File: src/rtl/alu_rr_arbiter_if.sv
// Request/response bundle between NREQ requesters and the shared-ALU arbiter.
// Operand buses are packed per requester: slice i = [i*WIDTH +: WIDTH], c/op = [i*2 +: 2].
interface alu_rr_arbiter_if #(
    parameter int NREQ  = 2,
    parameter int WIDTH = 4
);
    logic [NREQ-1:0]       req_valid;
    logic [NREQ-1:0]       req_ready;
    logic [NREQ*WIDTH-1:0] req_a;
    logic [NREQ*WIDTH-1:0] req_b;
    logic [NREQ*2-1:0]     req_c;
    logic [NREQ*2-1:0]     req_op;
    logic [NREQ-1:0]       resp_valid;
    logic [NREQ-1:0]       resp_ready;
    logic [WIDTH-1:0]      resp_data;

    // Arbiter side
    modport slave (
        input  req_valid, req_a, req_b, req_c, req_op, resp_ready,
        output req_ready, resp_valid, resp_data
    );

    // Requester side
    modport master (
        output req_valid, req_a, req_b, req_c, req_op, resp_ready,
        input  req_ready, resp_valid, resp_data
    );
endinterface

File: src/rtl/alu_rr_arbiter.sv
// Round-robin arbiter sharing one combinational ALU among NREQ requesters.
// Each transaction walks IDLE (grant + latch operands) -> EXEC (capture ALU answer)
// -> RESP (return result to the granted requester until it is taken).
module alu_rr_arbiter #(
    parameter int NREQ  = 2,
    parameter int WIDTH = 4
) (
    input  logic             clk,
    input  logic             rst_n,
    alu_rr_arbiter_if.slave  io,
    output logic [WIDTH-1:0] alu_a,
    output logic [WIDTH-1:0] alu_b,
    output logic [1:0]       alu_c,
    output logic [1:0]       alu_op,
    input  logic [WIDTH-1:0] alu_ans,
    output logic             busy
);
    localparam int unsigned NR = NREQ;
    localparam int GW = (NREQ > 1) ? $clog2(NREQ) : 1;
    localparam logic [GW-1:0] LAST_INIT = GW'(NREQ - 1);

    typedef enum logic [1:0] {
        IDLE = 2'd0,
        EXEC = 2'd1,
        RESP = 2'd2
    } state_e;

    state_e           state_q, state_d;
    logic [GW-1:0]    last_gnt_q, last_gnt_d;
    logic [GW-1:0]    gnt_q, gnt_d;
    logic [WIDTH-1:0] a_q, a_d;
    logic [WIDTH-1:0] b_q, b_d;
    logic [1:0]       c_q, c_d;
    logic [1:0]       op_q, op_d;
    logic [WIDTH-1:0] resp_data_q, resp_data_d;

    logic [GW-1:0]    pick;
    logic [GW-1:0]    cand;
    logic             any_valid;
    logic [NREQ-1:0]  req_ready;
    logic [NREQ-1:0]  resp_valid;

    // Round-robin search: first valid index after last_gnt, wrapping modulo NREQ
    always_comb begin
        pick      = '0;
        cand      = '0;
        any_valid = 1'b0;
        for (int unsigned k = 1; k <= NR; k++) begin
            cand = GW'((32'(last_gnt_q) + k) % NR);
            if (!any_valid && io.req_valid[cand]) begin
                any_valid = 1'b1;
                pick      = cand;
            end
        end
    end

    // Next-state, datapath updates and handshake outputs
    always_comb begin
        state_d     = state_q;
        last_gnt_d  = last_gnt_q;
        gnt_d       = gnt_q;
        a_d         = a_q;
        b_d         = b_q;
        c_d         = c_q;
        op_d        = op_q;
        resp_data_d = resp_data_q;
        req_ready   = '0;
        resp_valid  = '0;
        case (state_q)
            IDLE: begin
                if (any_valid) begin
                    req_ready[pick] = 1'b1;
                    gnt_d   = pick;
                    a_d     = io.req_a[pick*WIDTH +: WIDTH];
                    b_d     = io.req_b[pick*WIDTH +: WIDTH];
                    c_d     = io.req_c[pick*2 +: 2];
                    op_d    = io.req_op[pick*2 +: 2];
                    state_d = EXEC;
                end
            end
            EXEC: begin
                resp_data_d = alu_ans;
                state_d     = RESP;
            end
            RESP: begin
                resp_valid[gnt_q] = 1'b1;
                // last_gnt only advances on completion, so a request arriving
                // with resp_ready is arbitrated in the following IDLE cycle
                if (io.resp_ready[gnt_q]) begin
                    last_gnt_d = gnt_q;
                    state_d    = IDLE;
                end
            end
            default: state_d = IDLE;
        endcase
    end

    // State and datapath registers, cleared asynchronously
    always_ff @(posedge clk or negedge rst_n) begin
        if (!rst_n) begin
            state_q     <= IDLE;
            last_gnt_q  <= LAST_INIT;
            gnt_q       <= '0;
            a_q         <= '0;
            b_q         <= '0;
            c_q         <= '0;
            op_q        <= '0;
            resp_data_q <= '0;
        end else begin
            state_q     <= state_d;
            last_gnt_q  <= last_gnt_d;
            gnt_q       <= gnt_d;
            a_q         <= a_d;
            b_q         <= b_d;
            c_q         <= c_d;
            op_q        <= op_d;
            resp_data_q <= resp_data_d;
        end
    end

    assign io.req_ready  = req_ready;
    assign io.resp_valid = resp_valid;
    assign io.resp_data  = resp_data_q;
    assign alu_a         = a_q;
    assign alu_b         = b_q;
    assign alu_c         = c_q;
    assign alu_op        = op_q;
    assign busy          = (state_q != IDLE);
endmodule

File: src/flat_wrapper.sv
// flat-port wrapper written by rule: the top's interface ports become plain ports
module alu_rr_arbiter_flat 
#(
    parameter int NREQ  = 2,
    parameter int WIDTH = 4
)
  (clk, rst_n, alu_a, alu_b, alu_c, alu_op, alu_ans, busy, io_req_valid, io_req_a, io_req_b, io_req_c, io_req_op, io_resp_ready, io_req_ready, io_resp_valid, io_resp_data);
  alu_rr_arbiter_if #(.NREQ(NREQ), .WIDTH(WIDTH)) io_i ();
  input  logic clk;
  input  logic rst_n;
  output logic [WIDTH-1:0] alu_a;
  output logic [WIDTH-1:0] alu_b;
  output logic [1:0] alu_c;
  output logic [1:0] alu_op;
  input  logic [WIDTH-1:0] alu_ans;
  output logic busy;
  input wire logic [$bits(io_i.req_valid)-1:0] io_req_valid;
  input wire logic [$bits(io_i.req_a)-1:0] io_req_a;
  input wire logic [$bits(io_i.req_b)-1:0] io_req_b;
  input wire logic [$bits(io_i.req_c)-1:0] io_req_c;
  input wire logic [$bits(io_i.req_op)-1:0] io_req_op;
  input wire logic [$bits(io_i.resp_ready)-1:0] io_resp_ready;
  output wire logic [$bits(io_i.req_ready)-1:0] io_req_ready;
  output wire logic [$bits(io_i.resp_valid)-1:0] io_resp_valid;
  output wire logic [$bits(io_i.resp_data)-1:0] io_resp_data;
  assign io_i.req_valid = io_req_valid;
  assign io_i.req_a = io_req_a;
  assign io_i.req_b = io_req_b;
  assign io_i.req_c = io_req_c;
  assign io_i.req_op = io_req_op;
  assign io_i.resp_ready = io_resp_ready;
  assign io_req_ready = io_i.req_ready;
  assign io_resp_valid = io_i.resp_valid;
  assign io_resp_data = io_i.resp_data;
  alu_rr_arbiter #(.NREQ(NREQ), .WIDTH(WIDTH)) u_core (.clk(clk), .rst_n(rst_n), .io(io_i), .alu_a(alu_a), .alu_b(alu_b), .alu_c(alu_c), .alu_op(alu_op), .alu_ans(alu_ans), .busy(busy));
endmodule
File: config.mk
export PLATFORM = sky130hd
export DESIGN_NAME = alu_rr_arbiter_flat
export DESIGN_NICKNAME = d
export VERILOG_FILES = /design/src/rtl/alu_rr_arbiter_if.sv /design/src/rtl/alu_rr_arbiter.sv /design/src/flat_wrapper.sv
export SDC_FILE = /design/constraint.sdc
export NUM_CORES = 1
export LEC_CHECK = 0
export CAP_MARGIN = 20
export CELL_PAD_IN_SITES_DETAIL_PLACEMENT = 0
export CELL_PAD_IN_SITES_GLOBAL_PLACEMENT = 1
export CORE_MARGIN = 8
export CORE_UTILIZATION = 29
export DETAILED_ROUTE_END_ITERATION = 7
export GPL_TIMING_DRIVEN = 0
export PLACE_DENSITY = 0.83
export RECOVER_POWER = 100
export SETUP_SLACK_MARGIN = 0.05
export SYNTH_ARGS = -nofsm -noshare
export SYNTH_HDL_FRONTEND = slang
export SYNTH_SLANG_ARGS = --single-unit
File: constraint.sdc
create_clock -name clk -period 2 [get_ports clk]
set_input_delay 0.4 -clock clk [delete_from_list [all_inputs] [get_ports clk]]
set_output_delay 0.4 -clock clk [all_outputs]
set_load 0.02 [all_outputs]
# Word level (Yosys, flattened, before mapping)
# Cells that the tools add are included.
# totals
ff_bits	20
in_bits	34
output_inout_bits	21
word_cells	53
# classes
add_sub_neg	2
order_cmp	6
eq_ne	4
n_shift	4
muxes	20
n_reduce_logical	9
# op_table
op	count
$shiftx A8 B4 Y4	2
$mux W1	12
$mux W2	5
$lt A1 B2 Y1 const B	4
$shiftx A4 B3 Y2	2
$pmux W2 S3	1
$reduce_and A2 Y1	3
$ne A2 B1 Y1 const B	2
$logic_and A1 B1 Y1	3
$add A1 B1 Y1 const B	2
$demux W1 S1	2
$eq A2 B1 Y1 const B	1
$eq A2 B2 Y1 const B	1
$ge A1 B1 Y1 const B	2
$logic_not A2 Y1	1
$reduce_bool A2 Y1	1
$logic_not A1 Y1	1

# Longest topological paths before layout
# Gate-level depths: netlist of run 1.
# depth
ltp_word	13
depth_mapped	5
mapped_depth_nobuf	4

# Worst setup path after synthesis of run 1
# OpenSTA, ideal clock, no wires.
# synth_path
path_kind	register to output
from	register u_core.last_gnt_q
to	output port io_req_ready[0]
arrival_time_ns	1.036
t_required_ns	1.600
slack_ns	0.564
stages_incl_launch_ff	5
n_path_buf	1
path_cell_list	dfstp_2 > nand2b_1 > nand3_2 > buf_4 > inv_1
# synth_via
elab_chain_cells	13
elab_cells_between_ends	19
cone_classes	2 x add/sub; 2 x order compare; 12 x mux; 3 x reduce/logical
# synth_lines
item	line	rtl
start, declared	alu_rr_arbiter.sv:29	logic [GW-1:0] last_gnt_q, last_gnt_d;
start signal, assigned	alu_rr_arbiter.sv:111	last_gnt_q <= last_gnt_d;
$add A1 B1 Y1	alu_rr_arbiter.sv:49	cand = GW'((32'(last_gnt_q) + k) % NR);
$mux W1 (implied by the code) (2 in series)	alu_rr_arbiter.sv:50	if (!any_valid && io.req_valid[cand]) begin
$mux W1	alu_rr_arbiter.sv:50	
$logic_not A1 Y1	alu_rr_arbiter.sv:50	
$logic_and A1 B1 Y1	alu_rr_arbiter.sv:50	
$mux W1	alu_rr_arbiter.sv:50	
$lt A1 B2 Y1 (implied by the code) / $ge A1 B1 Y1 (equally long branches)	alu_rr_arbiter.sv:72	req_ready[pick] = 1'b1;
$logic_and A1 B1 Y1 (implied by the code)	alu_rr_arbiter.sv:72	
$mux W1 (implied by the code)	alu_rr_arbiter.sv:72	
$demux W1 S1	--	
$mux W2 (*)	alu_rr_arbiter.sv:71	if (any_valid) begin
$mux W2 (*)	alu_rr_arbiter.sv:69	case (state_q)
end, declared	flat_wrapper.sv:23	output wire logic [$bits(io_i.req_ready)-1:0] io_req_ready;
# Every way passes the cells marked *; elsewhere a longest branch is shown, timed or not. The select of a mux whose other input is x is not followed.

# Worst setup path in the final report of run 1
# layout_path
from	input port io_req_valid[1]
to	output port io_req_ready[0]
# layout_via
elab_chain_cells	12
elab_cells_between_ends	17
cone_classes	2 x order compare; 12 x mux; 3 x reduce/logical
# layout_lines
item	line	rtl
start, declared	flat_wrapper.sv:17	input wire logic [$bits(io_i.req_valid)-1:0] io_req_valid;
$mux W1 (implied by the code) (2 in series)	alu_rr_arbiter.sv:50	
$mux W1	alu_rr_arbiter.sv:50	
$logic_not A1 Y1	alu_rr_arbiter.sv:50	
$logic_and A1 B1 Y1	alu_rr_arbiter.sv:50	
$mux W1	alu_rr_arbiter.sv:50	
$lt A1 B2 Y1 (implied by the code) / $ge A1 B1 Y1 (equally long branches)	alu_rr_arbiter.sv:72	
$logic_and A1 B1 Y1 (implied by the code)	alu_rr_arbiter.sv:72	
$mux W1 (implied by the code)	alu_rr_arbiter.sv:72	
$demux W1 S1	--	
$mux W2 (*)	alu_rr_arbiter.sv:71	
$mux W2 (*)	alu_rr_arbiter.sv:69	
# Marks and branches as above.

==> flow_summary.yaml, run 1 <==
power:
  intPower_uw: 1290
  p_seq_frac: 0.338
  p_per_area_nw_per_um2: 1340
  total_power_uw: 2170
  p_comb_frac: 0.556
  clockPowerShare: 0.107
  sw_frac_of_total: 0.405
  power.leakage_uw: 0.000783
  vdd_drop_max_mv: 0.326
  switchingPower_uw: 878
global_routing:
  grt_pass1_wl_um: 4640
  grt_max_degree: 21
  grt_pass1_vias: 941
  antenna_found_initial: 0
  grt-ovfl-total: 0
  grt_use_total: 0.110
floorplan:
  die_h_um: 73.9
  start_util: 0.296
  die-area_um2: 5460
  die_x_um: 73.9
  num_rows: 21
  ios: 55
  core-area_um2: 3280
placed_design:
  hpwl_um: 2330
  dpl.cell_count: 198
  port_buffers: 54
  gp_congestion: 0.789
synthesis:
  netlist_instances: 98
  yosysTopAreaCell: "dfrtp_1"
  synth_edf_count: 0
  synth_seq_area_share: 0.516
  syn_avg_cell_area_um2: 9.92
  yosys-top-cells-area: "dfrtp_1 (49%), o221ai_1 (11%), inv_1 (10%)"
  yosysMostFrequentCell: "inv_1"
  synth_seq_cells: 20
  synth_ff_type: "dfrtp_1"
  async_flop_share: 1.00
  syn-num-nets: 132
  syn_area_um2: 972
  yosysTopAreaCellShare: 0.489
  ys_types: 21
  ys_top_cells_by_count: "inv_1 (26), dfrtp_1 (19), o21ai_0 (13)"
  yosysWarningCount: 0
timing:
  period_needed_ps: 1910
  rsz0062_at_grt: "yes"
  fmax_ghz: 0.524
  hold_slack_ps: 524
  tightest_slew_ps: 919
  slew_violations: 0
  slew_headroom: 0.385
  fin_skew_ps: 1.90
  min_period_over_period: 0.953
  setup_violations: 0
  hold_viol_final: 0
layout:
  drive_gt1_frac: 0.134
  nNetsFinal: 192
  area_delta_synth_final_pct: 66.7
  seq_area_um2: 502
  fillers: 325
  final_util: 0.493
  diodes: 0
  layout.cells.non_filler: 203
  multi_input_area_um2: 349
job:
  drv_cap: 0
worst_hold_path:
  holdPathStages: 1
  hold_path_class: "reg2reg"
critical_path:
  crit_fanout: 10
  r2r.worst_path.cells: 5
  endpoint_kind: "primary output"
  start_kind: "input port"
  crit_type: "in2out"
  worstPathArrival_ps: 1510
  cp.required_ps: 1600
clocking:
  h-tree-depth: 1
  path_clk_slew_ps: 110
  cts_root_buffer: "clkbuf_4"
  clk_path_buf_depth: 2
  cts_hold_buf: 0
  clkLatencyLatePin_ps: 300
  numCtsBuffers: 3
  cts_sinks: 20
  cts_tree: "built"
run_status:
  status: "finished clean"
route:
  drt_iter0_drc: 36
  first_pass_iters: 4
  wire_per_inst_um: 14.7
  via_per_inst: 4.51
  drc_errors: 0
  finalWirelength_um: 2970
  ant_nets: 0
  vias: 915
==> per-layer routing <==
metal,vias up,share of wire,global-route usage
met5,-,0,0
met4,0,0.023,0.0599
met3,6,0.085,0.0355
met2,37,0.48,0.175
met1,428,0.41,0.126
li1,444,-,-
==> logic make-up after synthesis <==
| group | count (synthesis) | synth area share |
|---|---|---|
| buffers and inverters | 31 | 0.140 |
| AOI/OAI and AO/OA | 28 | 0.197 |
| DFF | 20 | 0.516 |
| and+or+nand+nor | 14 | 0.0888 |
| muxes | 5 | 0.0579 |
==> worst paths after layout <==
check,from,endpoint,slack (ps)
max,io_req_valid[1],io_req_ready[0],90
min,u_core.io.resp_data[0]$_DFFE_PN0N_,u_core.io.resp_data[0]$_DFFE_PN0N_,520
max reg2reg,u_core.state_q[1]$_DFFE_PN0P_,u_core.alu_a[1]$_DFFE_PN0P_,640
min reg2reg,u_core.io.resp_data[0]$_DFFE_PN0N_,u_core.io.resp_data[0]$_DFFE_PN0N_,520
max in group asynchronous,rst_n,u_core.state_q[0]$_DFFE_PN0P_,770
min in group asynchronous,rst_n,u_core.alu_c[1]$_DFFE_PN0P_,670
==> cell usage in the layout (no fill, tap or decap), drive strengths merged, types with 3 or more instances in the layout <==
cell type       n
buf             5
clkbuf          6
clkdlybuf4s50  32
dfrtp          19
dlygate4sd2     3
dlygate4sd3    17
inv            27
mux2            5
nand2           3
nor2            4
o21ai          14
o221ai         12
==> worst max-delay path, stage by stage <==
cell	delay, ps
clkdlybuf4s50_1	570
nand2b_4	80
nand3_4	110
buf_6	150
inv_1	40
buf_4	150
==> sequential cells by signal, indices dropped and copies added, names as in the netlist <==
register and count:
u_core.alu_a 4, u_core.alu_b 4, u_core.io.resp_data 4, u_core.alu_c 2
u_core.alu_op 2, u_core.state_q 2, u_core.gnt_q 1, u_core.last_gnt_q 1
==> area by class of cell <==
type                    instances  area share
flip-flops and latches         20       0.310
inverters                      27      0.0625
multi-input cells              47       0.215
plain buffers                   4      0.0232
well taps                      46      0.0355
repair buffers                 55       0.331
clock buffers                   4      0.0224
==> power by group through the flow <==
stage | sequential, uW | clock (uW) | combinational [uW]
6_report | 733 | 231 | 1200
5_1_grt | 764 | 256 | 1300
4_1_cts | 741 | 239 | 1270
3_5_place_dp | 752 | 0 | 1280
3_3_place_gp | 731 | 0 | 1260
2_1_floorplan | 918 | 0 | 496
==> repair_timing <==
item                       4_1_cts  5_1_grt
resized for setup               10        5
buffers inserted                 1        0
setup endpoints to repair        5        2
pin swaps                        0        0
==> per-stage QoR <==
stage               setup WS (ps)  setup TNS, ps  cell area [um^2]
finish                       93.3              0              1620
detailed placement           -365           -662              1570
global route                 32.1              0              1620
CTS                          61.4              0              1610
floorplan                     564              0               972
global placement             -349           -681              1570
No activity file was read; power rests on OpenSTA's default activity.
==> inputs of run 2 (changes only) <==
CORE_ASPECT_RATIO = 0.6   (was default)
CTS_CLUSTER_SIZE = 20   (was default)
==> run 2 against run 1 <==
  * Total power up 1.1%
  * Global-route usage down 0.096 points
  * Routed wire length down 0.54%
  * Critical path depth down 1
  * Sequential cell count unchanged
  * Critical path type is now reg2out
  * Largest power group unchanged
==> flow_summary.yaml, run 2 (synthesized netlist as in run 1, its figures left out) <==
job:
  drv_cap: 0
route:
  ant_nets: 0
  first_pass_iters: 4
  vias: 919
  drt_iter0_drc: 15
  finalWirelength_um: 2960
  wire_per_inst_um: 14.7
  drc_errors: 0
  via_per_inst: 4.57
timing:
  hold_viol_final: 0
  fin_skew_ps: 5.36
  setup_violations: 0
  min_period_over_period: 0.938
  fmax_ghz: 0.533
  slew_headroom: 0.395
  period_needed_ps: 1880
  tns_ps: 0
  rsz0062_at_grt: "no"
  hold_slack_ps: 504
  tightest_slew_ps: 904
  slew_violations: 0
clocking:
  clkLatencyLatePin_ps: 260
  cts_resized: 12
  cts_setup_buffers: 0
  h-tree-depth: 1
  numCtsBuffers: 3
  cts_root_buffer: "clkbuf_8"
  cts_tree: "built"
  path_clk_slew_ps: 70
  cts_sinks: 20
  clk_path_buf_depth: 2
  cts_hold_buf: 0
layout:
  area_delta_synth_final_pct: 66.4
  nNetsFinal: 191
  final_cell_mix: "clkdlybuf4s50_1 (29), inv_1 (27), dfrtp_1 (19), dlygate4sd3_1 (18), o21ai_0 (14)"
  drive_gt1_frac: 0.109
  layout_commonest_cell: "clkdlybuf4s50_1"
  diodes: 0
  fillers: 298
critical_path:
  worstPathArrival_ps: 1480
  endpoint_kind: "primary output"
  slowest_stage: "dfstp_2"
  path_cells: "nand2_1 -> nand3_4 -> buf_6 -> inv_1 -> clkdlybuf4s15_2"
  path_delay_family: "flip-flops"
  cp.required_ps: 1600
  crit_type: "reg2out"
  cpPeakStageDelay_ps: 560
  crit_buf_inv: 3
  crit_fanout: 10
  start_kind: "flip-flop"
global_routing:
  grt_max_degree: 21
  met2_usage: 0.179
  use_met3: 0.0580
  grt_use_total: 0.109
  antenna_found_initial: 0
  grt_busiest_layer: "met2"
  grt_pass1_vias: 1019
  grt.met1_usage: 0.127
  grt_pass1_wl_um: 4820
  grt-ovfl-total: 0
placed_design:
  hpwl_um: 2310
  port_buffers: 54
  gp_congestion: 0.717
floorplan:
  die_h_um: 60.9
  num_rows: 16
  core-area_um2: 3220
  die_x_um: 90.7
  ios: 55
  start_util: 0.302
  die-area_um2: 5520
run_status:
  status: "finished clean"
worst_hold_path:
  hold_path_class: "reg2reg"
power:
  p_per_area_nw_per_um2: 1360
  vdd_drop_max_mv: 0.524
  power.leakage_uw: 0.000783
[run 2: cell types whose count changed in the layout (fill, tap and decap cells not counted), sizes merged]
cell	before	now
dlymetal6s2s	0	1
clkdlybuf4s50	32	29
clkdlybuf4s15	0	1
buf	5	4
dlygate4sd2	3	4
clkbuf	6	5
dlygate4sd3	17	18
[run 2: worst paths after layout]
check                           cells after the start                                from                            endpoint  slack (ps)
worst max-delay path                                5       u_core.last_gnt_q$_DFFE_PN1P_                     io_req_ready[1]         120
worst min-delay path                                1  u_core.io.resp_data[3]$_DFFE_PN0N_  u_core.io.resp_data[3]$_DFFE_PN0N_         500
worst max register to register                      5       u_core.state_q[1]$_DFFE_PN0P_         u_core.alu_b[0]$_DFFE_PN0P_         670
worst min register to register                      1  u_core.io.resp_data[3]$_DFFE_PN0N_  u_core.io.resp_data[3]$_DFFE_PN0N_         500
max in group asynchronous                           1                               rst_n  u_core.io.resp_data[2]$_DFFE_PN0N_         730
min in group asynchronous                           1                               rst_n            u_core.gnt_q$_DFFE_PN0P_         720
[run 2: metrics by stage]
step                 util  instance area [um^2]  std cells  setup WS, ps  total power, uW
detailed placement  0.487                  1570        197          -348             2020
floorplan               -                   972         98           564             1410
finish              0.502                  1620        201           125             2190
global placement    0.487                  1570        197          -355             1990
global route        0.502                  1620        201          72.1             2340
CTS                 0.499                  1610        201          45.7             2280
[run 2: final cells by class]
type                    instances  area (um^2)  area share
multi-input cells              47          342       0.211
clock buffers                   4         45.0      0.0278
repair buffers                 54          534       0.330
inverters                      27          101      0.0626
flip-flops and latches         20          502       0.310
well taps                      45         56.3      0.0348
plain buffers                   4         37.5      0.0232
[run 2: power breakdown]
group          switching, uW  internal [uW]  leakage [uW]
clock network            131            142     0.0000228
logic                    635            557      0.000517
registers                120            608      0.000243
total                    886           1310      0.000783
[run 2: worst reg2reg max path, stage by stage (launching register included)]
cell	delay, ps
dfrtp_1	420
nor2_4	170
inv_1	130
buf_6	160
o21ai_0	180
o221ai_1	140
[run 2: layer usage]
metal | up-vias | routed length, um | part of all wire
met1 | 445 | 1250 | 0.42
met2 | 32 | 1390 | 0.47
met4 | 0 | 11 | 0.0037
met3 | 2 | 309 | 0.10
li1 | 440 | - | -
met5 | - | 0 | 0
==> inputs of run 3 (changes only) <==
CORE_ASPECT_RATIO = 1.4   (was 0.6)
==> run 3 against run 2 <==
  * Die area shrank 0.62%
  * Core utilization decreased by 0.86 points
  * Critical path depth up 1
  * Non-clock buffer count increased by 1
==> flow_summary.yaml, run 3 (synthesized netlist as in run 1, its figures left out) <==
run_status:
  status: "finished clean"
timing:
  slew_headroom: 0.394
  period_needed_ps: 1920
  hold_viol_final: 0
  rsz0062_at_grt: "yes"
  tightest_slew_ps: 906
  fmax_ghz: 0.521
  setup_slack_ps: 80.9
  slew_violations: 0
  fin_skew_ps: 4.65
  hold_slack_ps: 499
  min_period_over_period: 0.960
  setup_violations: 0
route:
  finalWirelength_um: 2800
  drt_iter0_drc: 29
  via_per_inst: 4.57
  drc_errors: 0
  vias: 900
  wire_per_inst_um: 14.2
  first_pass_iters: 4
  ant_nets: 0
critical_path:
  crit_fanout: 4
  cpPeakStageDelay_ps: 470
  cp.required_ps: 1600
  path_delay_family: "buffers and inverters"
  path_cells: "clkdlybuf4s50_1 -> nand2b_1 -> nand3_2 -> buf_6 -> inv_1 -> clkdlybuf4s15_2"
  slowest_stage: "clkdlybuf4s50_1"
  crit_buf_inv: 4
  worstPathArrival_ps: 1520
  start_kind: "input port"
  crit_type: "in2out"
  endpoint_kind: "primary output"
layout:
  fillers: 330
  nNetsFinal: 192
  final_cell_mix: "clkdlybuf4s50_1 (31), inv_1 (26), dfrtp_1 (19), dlygate4sd3_1 (18), o21ai_0 (14)"
  seq_area_um2: 502
  layout.cells.non_filler: 197
  drive_gt1_frac: 0.127
  multi_input_area_um2: 334
  diodes: 0
  area_delta_synth_final_pct: 66.7
  layout_commonest_cell: "clkdlybuf4s50_1"
floorplan:
  core-area_um2: 3280
  ios: 55
  die-area_um2: 5490
  start_util: 0.296
  num_rows: 25
  die_x_um: 64.9
  die_h_um: 84.5
global_routing:
  grt_max_degree: 21
  grt_use_total: 0.106
  grt_pass1_vias: 1024
  grt-ovfl-total: 0
  grt_pass1_wl_um: 4770
  antenna_found_initial: 0
power:
  p_comb_frac: 0.535
  intPower_uw: 1350
  clockPowerShare: 0.138
  sw_frac_of_total: 0.389
  p_per_area_nw_per_um2: 1360
  vdd_drop_max_mv: 0.693
  switchingPower_uw: 859
  p_seq_frac: 0.327
  power.leakage_uw: 0.000782
clocking:
  clkLatencyLatePin_ps: 250
  numCtsBuffers: 3
  cts_root_buffer: "clkbuf_8"
  h-tree-depth: 1
  clk_path_buf_depth: 2
  path_clk_slew_ps: 70
  cts_sinks: 20
  cts_tree: "built"
  cts_hold_buf: 0
placed_design:
  port_buffers: 54
  gp_congestion: 0.721
  preCtsSetupSlack_ps: -335
  hpwl_um: 2210
  dpl.cell_count: 192
worst_hold_path:
  hold_path_class: "reg2reg"
job:
  drv_cap: 0
==> run 3: layout make-up <==
class                   count  area share
clock buffers               4      0.0340
well taps                  40      0.0309
repair buffers             55       0.334
multi-input cells          47       0.206
flip-flops and latches     20       0.310
inverters                  27      0.0625
plain buffers               4      0.0232
==> run 3: what timing repair did <==
| action | in CTS | in global routing |
|---|---|---|
| resized for setup | 10 | 1 |
| endpoints found under the setup margin | 5 | 2 |
| pin swaps | 0 | 0 |
| buffers inserted | 0 | 1 |
==> run 3: stage by stage <==
| step | util | setup TNS, ps | power (uW) | instance area [um^2] |
|---|---|---|---|---|
| 2_1_floorplan | - | 0 | 1410 | 972 |
| 3_3_place_gp | 0.476 | -639 | 1990 | 1560 |
| 3_5_place_dp | 0.476 | -651 | 2010 | 1560 |
| 4_1_cts | 0.493 | 0 | 2300 | 1620 |
| 5_1_grt | 0.493 | 0 | 2370 | 1620 |
| 6_report | 0.493 | 0 | 2210 | 1620 |
==> run 3: routing by layer <==
| layer | GRT usage | wire length, um |
|---|---|---|
| met5 | 0 | 0 |
| met4 | 0.0418 | 29 |
| met3 | 0.0386 | 228 |
| met2 | 0.188 | 1420 |
| met1 | 0.109 | 1120 |
==> run 3: path summary, 6_finish.rpt <==
kind                                               startpoint                                  to  slack (ps)  cells past startpoint
max in group asynchronous                               rst_n         u_core.alu_b[1]$_DFFE_PN0P_         720                      1
setup / recovery                              io_req_valid[1]                     io_req_ready[0]          80                      6
min in group asynchronous                               rst_n         u_core.alu_a[2]$_DFFE_PN0P_         720                      1
setup reg to reg                u_core.last_gnt_q$_DFFE_PN1P_         u_core.alu_a[0]$_DFFE_PN0P_         630                      5
hold / removal             u_core.io.resp_data[2]$_DFFE_PN0N_  u_core.io.resp_data[2]$_DFFE_PN0N_         500                      1
hold reg to reg            u_core.io.resp_data[2]$_DFFE_PN0N_  u_core.io.resp_data[2]$_DFFE_PN0N_         500                      1
==> run 3: power groups by stage <==
stage | combinational (uW) | sequential (uW) | clock, uW
global route | 1290 | 753 | 325
finish | 1180 | 722 | 305
global placement | 1250 | 732 | 0
detailed placement | 1270 | 736 | 0
CTS | 1260 | 732 | 311
floorplan | 496 | 918 | 0
